`config.mk`:
```
export PLATFORM = sky130hd
export DESIGN_NAME = i2c_bus_cond_det
export DESIGN_NICKNAME = d
export VERILOG_FILES = /design/src/rtl/i2c_bus_cond_det.sv
export SDC_FILE = /design/constraint.sdc
export NUM_CORES = 1
export LEC_CHECK = 0
export CORE_MARGIN = 5
export CORE_UTILIZATION = 33
export CTS_CLUSTER_DIAMETER = 100
export DETAILED_ROUTE_END_ITERATION = 10
export PLACE_DENSITY = 0.64
export RECOVER_POWER = 50
export SLEW_MARGIN = 20
export SYNTH_ARGS = -nofsm -noshare
export SYNTH_HDL_FRONTEND = slang
export SYNTH_SLANG_ARGS = --single-unit
```
`constraint.sdc`:
```
create_clock -name clk -period 1.1 [get_ports clk]
set_input_delay 0.22 -clock clk [delete_from_list [all_inputs] [get_ports clk]]
set_output_delay 0.22 -clock clk [all_outputs]
set_load 0.01 [all_outputs]
```
`src/rtl/i2c_bus_cond_det.sv`:
```
// I2C bus condition detector: deglitch filter, SCL edges, START/STOP, bus busy.
// Optional SCL-low bus timeout enabled by defining I2C_BUS_TIMEOUT_EN.
module i2c_bus_cond_det #(
  parameter int FILT_CYC    = 4,
  parameter int TIMEOUT_CYC = 1024
) (
  input  logic clk,
  input  logic rst,
  input  logic scl_i,
  input  logic sda_i,
  output logic scl_o,
  output logic sda_o,
  output logic scl_rise_o,
  output logic scl_fall_o,
  output logic start_o,
  output logic stop_o,
  output logic bus_busy_o,
  output logic timeout_o
);

  localparam int CW = $clog2(FILT_CYC + 1);
  localparam logic [CW-1:0] LAST = CW'(FILT_CYC - 1);

  // bit 1 = SCL, bit 0 = SDA
  logic [1:0]    raw;
  logic [1:0]    filt;
  logic [1:0]    filt_d;
  logic [CW-1:0] cnt [2];
  logic          scl_d;
  logic          sda_d;

  assign raw   = {scl_i, sda_i};
  assign scl_o = filt[1];
  assign sda_o = filt[0];
  assign scl_d = filt_d[1];
  assign sda_d = filt_d[0];

  always_ff @(posedge clk or posedge rst) begin
    if (rst) begin
      filt   <= 2'b11;
      filt_d <= 2'b11;
      cnt[0] <= '0;
      cnt[1] <= '0;
    end else begin
      filt_d <= filt;
      for (int i = 0; i < 2; i++) begin
        if (raw[i] == filt[i]) begin
          cnt[i] <= '0;
        end else if (cnt[i] == LAST) begin
          filt[i] <= raw[i];
          cnt[i]  <= '0;
        end else begin
          cnt[i] <= cnt[i] + CW'(1);
        end
      end
    end
  end

  assign scl_rise_o = scl_o & ~scl_d;
  assign scl_fall_o = ~scl_o & scl_d;

  // An SCL change in the same cycle breaks scl_o & scl_d, masking START/STOP.
  assign start_o = ~sda_o & sda_d & scl_o & scl_d;
  assign stop_o  = sda_o & ~sda_d & scl_o & scl_d;

`ifdef I2C_BUS_TIMEOUT_EN
  localparam int TW = $clog2(TIMEOUT_CYC + 1);
  localparam logic [TW-1:0] TO_MAX = TW'(TIMEOUT_CYC);

  logic [TW-1:0] to_cnt;

  assign timeout_o = (to_cnt == TO_MAX);

  always_ff @(posedge clk or posedge rst) begin
    if (rst) begin
      to_cnt <= '0;
    end else if (timeout_o || !bus_busy_o || scl_o) begin
      to_cnt <= '0;
    end else begin
      to_cnt <= to_cnt + TW'(1);
    end
  end
`else
  assign timeout_o = 1'b0;
`endif

  always_ff @(posedge clk or posedge rst) begin
    if (rst) begin
      bus_busy_o <= 1'b0;
    end else if (start_o) begin
      bus_busy_o <= 1'b1;
    end else if (stop_o || timeout_o) begin
      bus_busy_o <= 1'b0;
    end
  end

endmodule

```
==> out/qor.csv <==
stage,metric,value,unit
cts,Num CTS Buffers,3,
yosys,Mapped Nets,44,
placement,Placed Area,653.1,µm²
sta,RSZ-0062 raised after global routing,true,
placement,global placement routability congestion,0.6656,
setup_path,Worst setup EP type,primary output,
cts,deepest clock path buffer count,2,
sta,Worst-Margin Slew,0.5551,ns
yosys,top cell type's share of synthesized area,37.33,%
floorplan,Initial Util,35.61,%
cts,CTS tree,done,
detailed_routing,Total Routed Length,990,µm
final_layout,nets@finish,72,
power_and_ir_drop,Leak,0.3671,nW
global_routing,global-route wire length before repair,1497,µm
setup_path,CP Data Required Time,0.88,ns
yosys,Post-synth EDFFs,0,
detailed_routing,antenna-violating nets left,0,
floorplan,Die Area,2276,µm²
sta,Max Clock Freq,721.9,MHz
global_routing,vias in the first global route,353,
setup_path,length in cells of the worst reg-to-reg path,5,
power_and_ir_drop,pwr dens,2759,nW/µm²
floorplan,Die W,47.71,µm
detailed_routing,1st-pass router iterations,2,
final_layout,Antenna Cells,0,
cts,clock-pin transition on the worst setup and hold timing paths,0.07,ns
power_and_ir_drop,Design Power,0.002151,W
placement,"worst slack, placed",-0.4244,ns
sta,final period utilization,125.9,%
global_routing,GRT Util Overall,10.22,%
global_routing,initial antenna violation count,0,
yosys,flip-flop and latch count after synthesis,11,
sta,Final WS setup,-0.2853,ns
global_routing,largest net degree at the start of global routing,12,
setup_path,critical path's largest stage delay,0.57,ns
placement,I/O Buffers,10,
yosys,post-synthesis sequential area ratio,59.73,%
cts,root buffer cell,clkbuf_4,
sta,Slew Limit Fails,0,
cts,clock sink count,11,
flow_run,max-cap violations,0,
yosys,asr flop ratio synth,100.0,%
yosys,most common cell in the netlist,dfrtp_1,
yosys,largest area contributor in the netlist,dfrtp_1,
global_routing,gr ovfl total,0,
yosys,"Avg Cell Area, Syn",12.35,µm²
placement,DP Wirelength,673.3,µm
cts,Clock Latency Late Sink,0.26,ns
cts,cts hold-fix bufs,0,
sta,Hold WS,0.4507,ns
final_layout,layout cell share with drive strength beyond 1,64.62,%
detailed_routing,Residual DRC,0,
final_layout,Area Overhead vs Synth,66.13,%
sta,Setup TNS,-1.725,ns
final_layout,final instance area,779.5,µm²
yosys,cell count after synthesis,38,
detailed_routing,1st-iter DRT viols,3,
yosys,Yosys cell types,20,
floorplan,die height,47.71,µm
detailed_routing,vias after detailed routing,364,
worst_hold_path,hold path cells,1,
setup_path,CP Cell Sequence,nand2_2 > nor3_2 > buf_2,
yosys,Synth Cell Area,469.2,µm²
cts,H-tree levels,1,
power_and_ir_drop,peak supply drop,1.145,mV
setup_path,"Slowest-stage cell, CP",dfstp_2,
sta,Final Skew,0.006264,ns
yosys,synth cell count leaders,"dfrtp_1, dfstp_2, nor2b_1",
sta,final hold vios,0,
yosys,synth top area cells,"dfrtp_1, dfstp_2, ha_1",
setup_path,startpoint class of the critical path,register,
sta,"Setup violations, final",10,
detailed_routing,wire per inst,12.38,µm
sta,min cycle time layout,1.385,ns
floorplan,num rows,13,
yosys,"Primary FF master, synth",dfrtp_1,
floorplan,Core Area,1318,µm²
setup_path,WP data arrival,1.17,ns
run_status,failing checks,negative setup slack,
setup_path,worst-path maximum fanout,5,
yosys,synth warn,0,
run_status,status,finished with violations,
detailed_routing,DR vias/cell,4.550,
floorplan,IO Pins,12,
sta,Relative slew margins,63.00,%
worst_hold_path,Worst Hold Class,register to register,
setup_path,Setup CP Type,register to primary output,
==> power by group <==
group          internal, W  switching, W  total (W)
logic             0.000687      0.000461    0.00115
clock network     0.000140      0.000129   0.000269
registers         0.000613      0.000121   0.000734
total              0.00144      0.000711    0.00215
==> worst max-delay path, delay by kind of cell, from the launching register on <==
| family | cells | cell delay [ns] |
|---|---|---|
| buf+inv | 1 | 0.15 |
| flops | 1 | 0.57 |
| simple gates | 2 | 0.18 |
==> area by class of cell <==
class	count	area, µm²
flip-flops and latches	11	280.3
repair buffers	24	197.7
inverters	2	7.507
well taps	15	18.77
clock buffers	4	26.28
multi-input cells	24	249.0
fillers	110	538.0
==> per-layer routing <==
layer	track usage, %	wire [µm]	vias up
met2	17.15	569	10
met5	0	0	-
met3	4.511	55	0
met4	6.452	0	0
li1	-	-	180
met1	10.21	365	174
==> through the flow <==
step / util, % / instances
after floorplan: - / 38
after global placement: 49.57 / 71
after detailed placement: 49.57 / 71
after CTS: 54.13 / 78
after global routing: 59.16 / 80
final: 59.16 / 80
==> timing repair <==
item / in CTS / in global routing
pin swaps: 4 / 4
gates resized for setup: 38 / 11
setup endpoints to repair: 11 / 14
buffers inserted: 3 / 2
==> kinds of logic (layout without fill, tap and decap cells) <==
logic type | count (synthesis) | after routing | share of synthesized area (%)
AOI/OAI and AO/OA | 3 | 3 | 3.734
xor gates and xnor gates | 2 | 2 | 3.734
adders and majority gates | 2 | 2 | 5.332
buffers and inverters | 3 | 30 | 3.201
DFF | 11 | 11 | 59.73
muxes | 1 | 1 | 2.400
other | 1 | 1 | 0.7992
and+or+nand+nor | 15 | 15 | 21.07
==> cells in the final DEF, fill, tap and decap left out, types with 2 or more instances in the layout <==
master / instances
buf_2: 5
nor3_2: 2
nor3b_2: 3
clkbuf_1: 2
clkdlybuf4s50_1: 2
clkbuf_4: 3
nor2b_1: 2
dfrtp_1: 7
dfstp_2: 4
buf_6: 7
buf_4: 8
xnor2_4: 2
==> registers in the layout, summed over array words and instances, names as in the netlist <==
signal and cells:
bus_busy_o 1, cnt 6, filt 2, filt_d 2
==> final timing paths <==
check	startpoint	end	slack, ns
max	filt[1]$_DFFE_PP1P_	stop_o	-0.29
min	cnt[3]$_DFF_PP0_	cnt[3]$_DFF_PP0_	0.45
max reg2reg	filt[1]$_DFFE_PP1P_	cnt[1]$_DFF_PP0_	-0.09
min reg2reg	cnt[3]$_DFF_PP0_	cnt[3]$_DFF_PP0_	0.45
max in group asynchronous	rst	filt[1]$_DFFE_PP1P_	0.21
min in group asynchronous	rst	cnt[4]$_DFF_PP0_	0.52
Note: power is estimated with default switching activity, not from simulation.
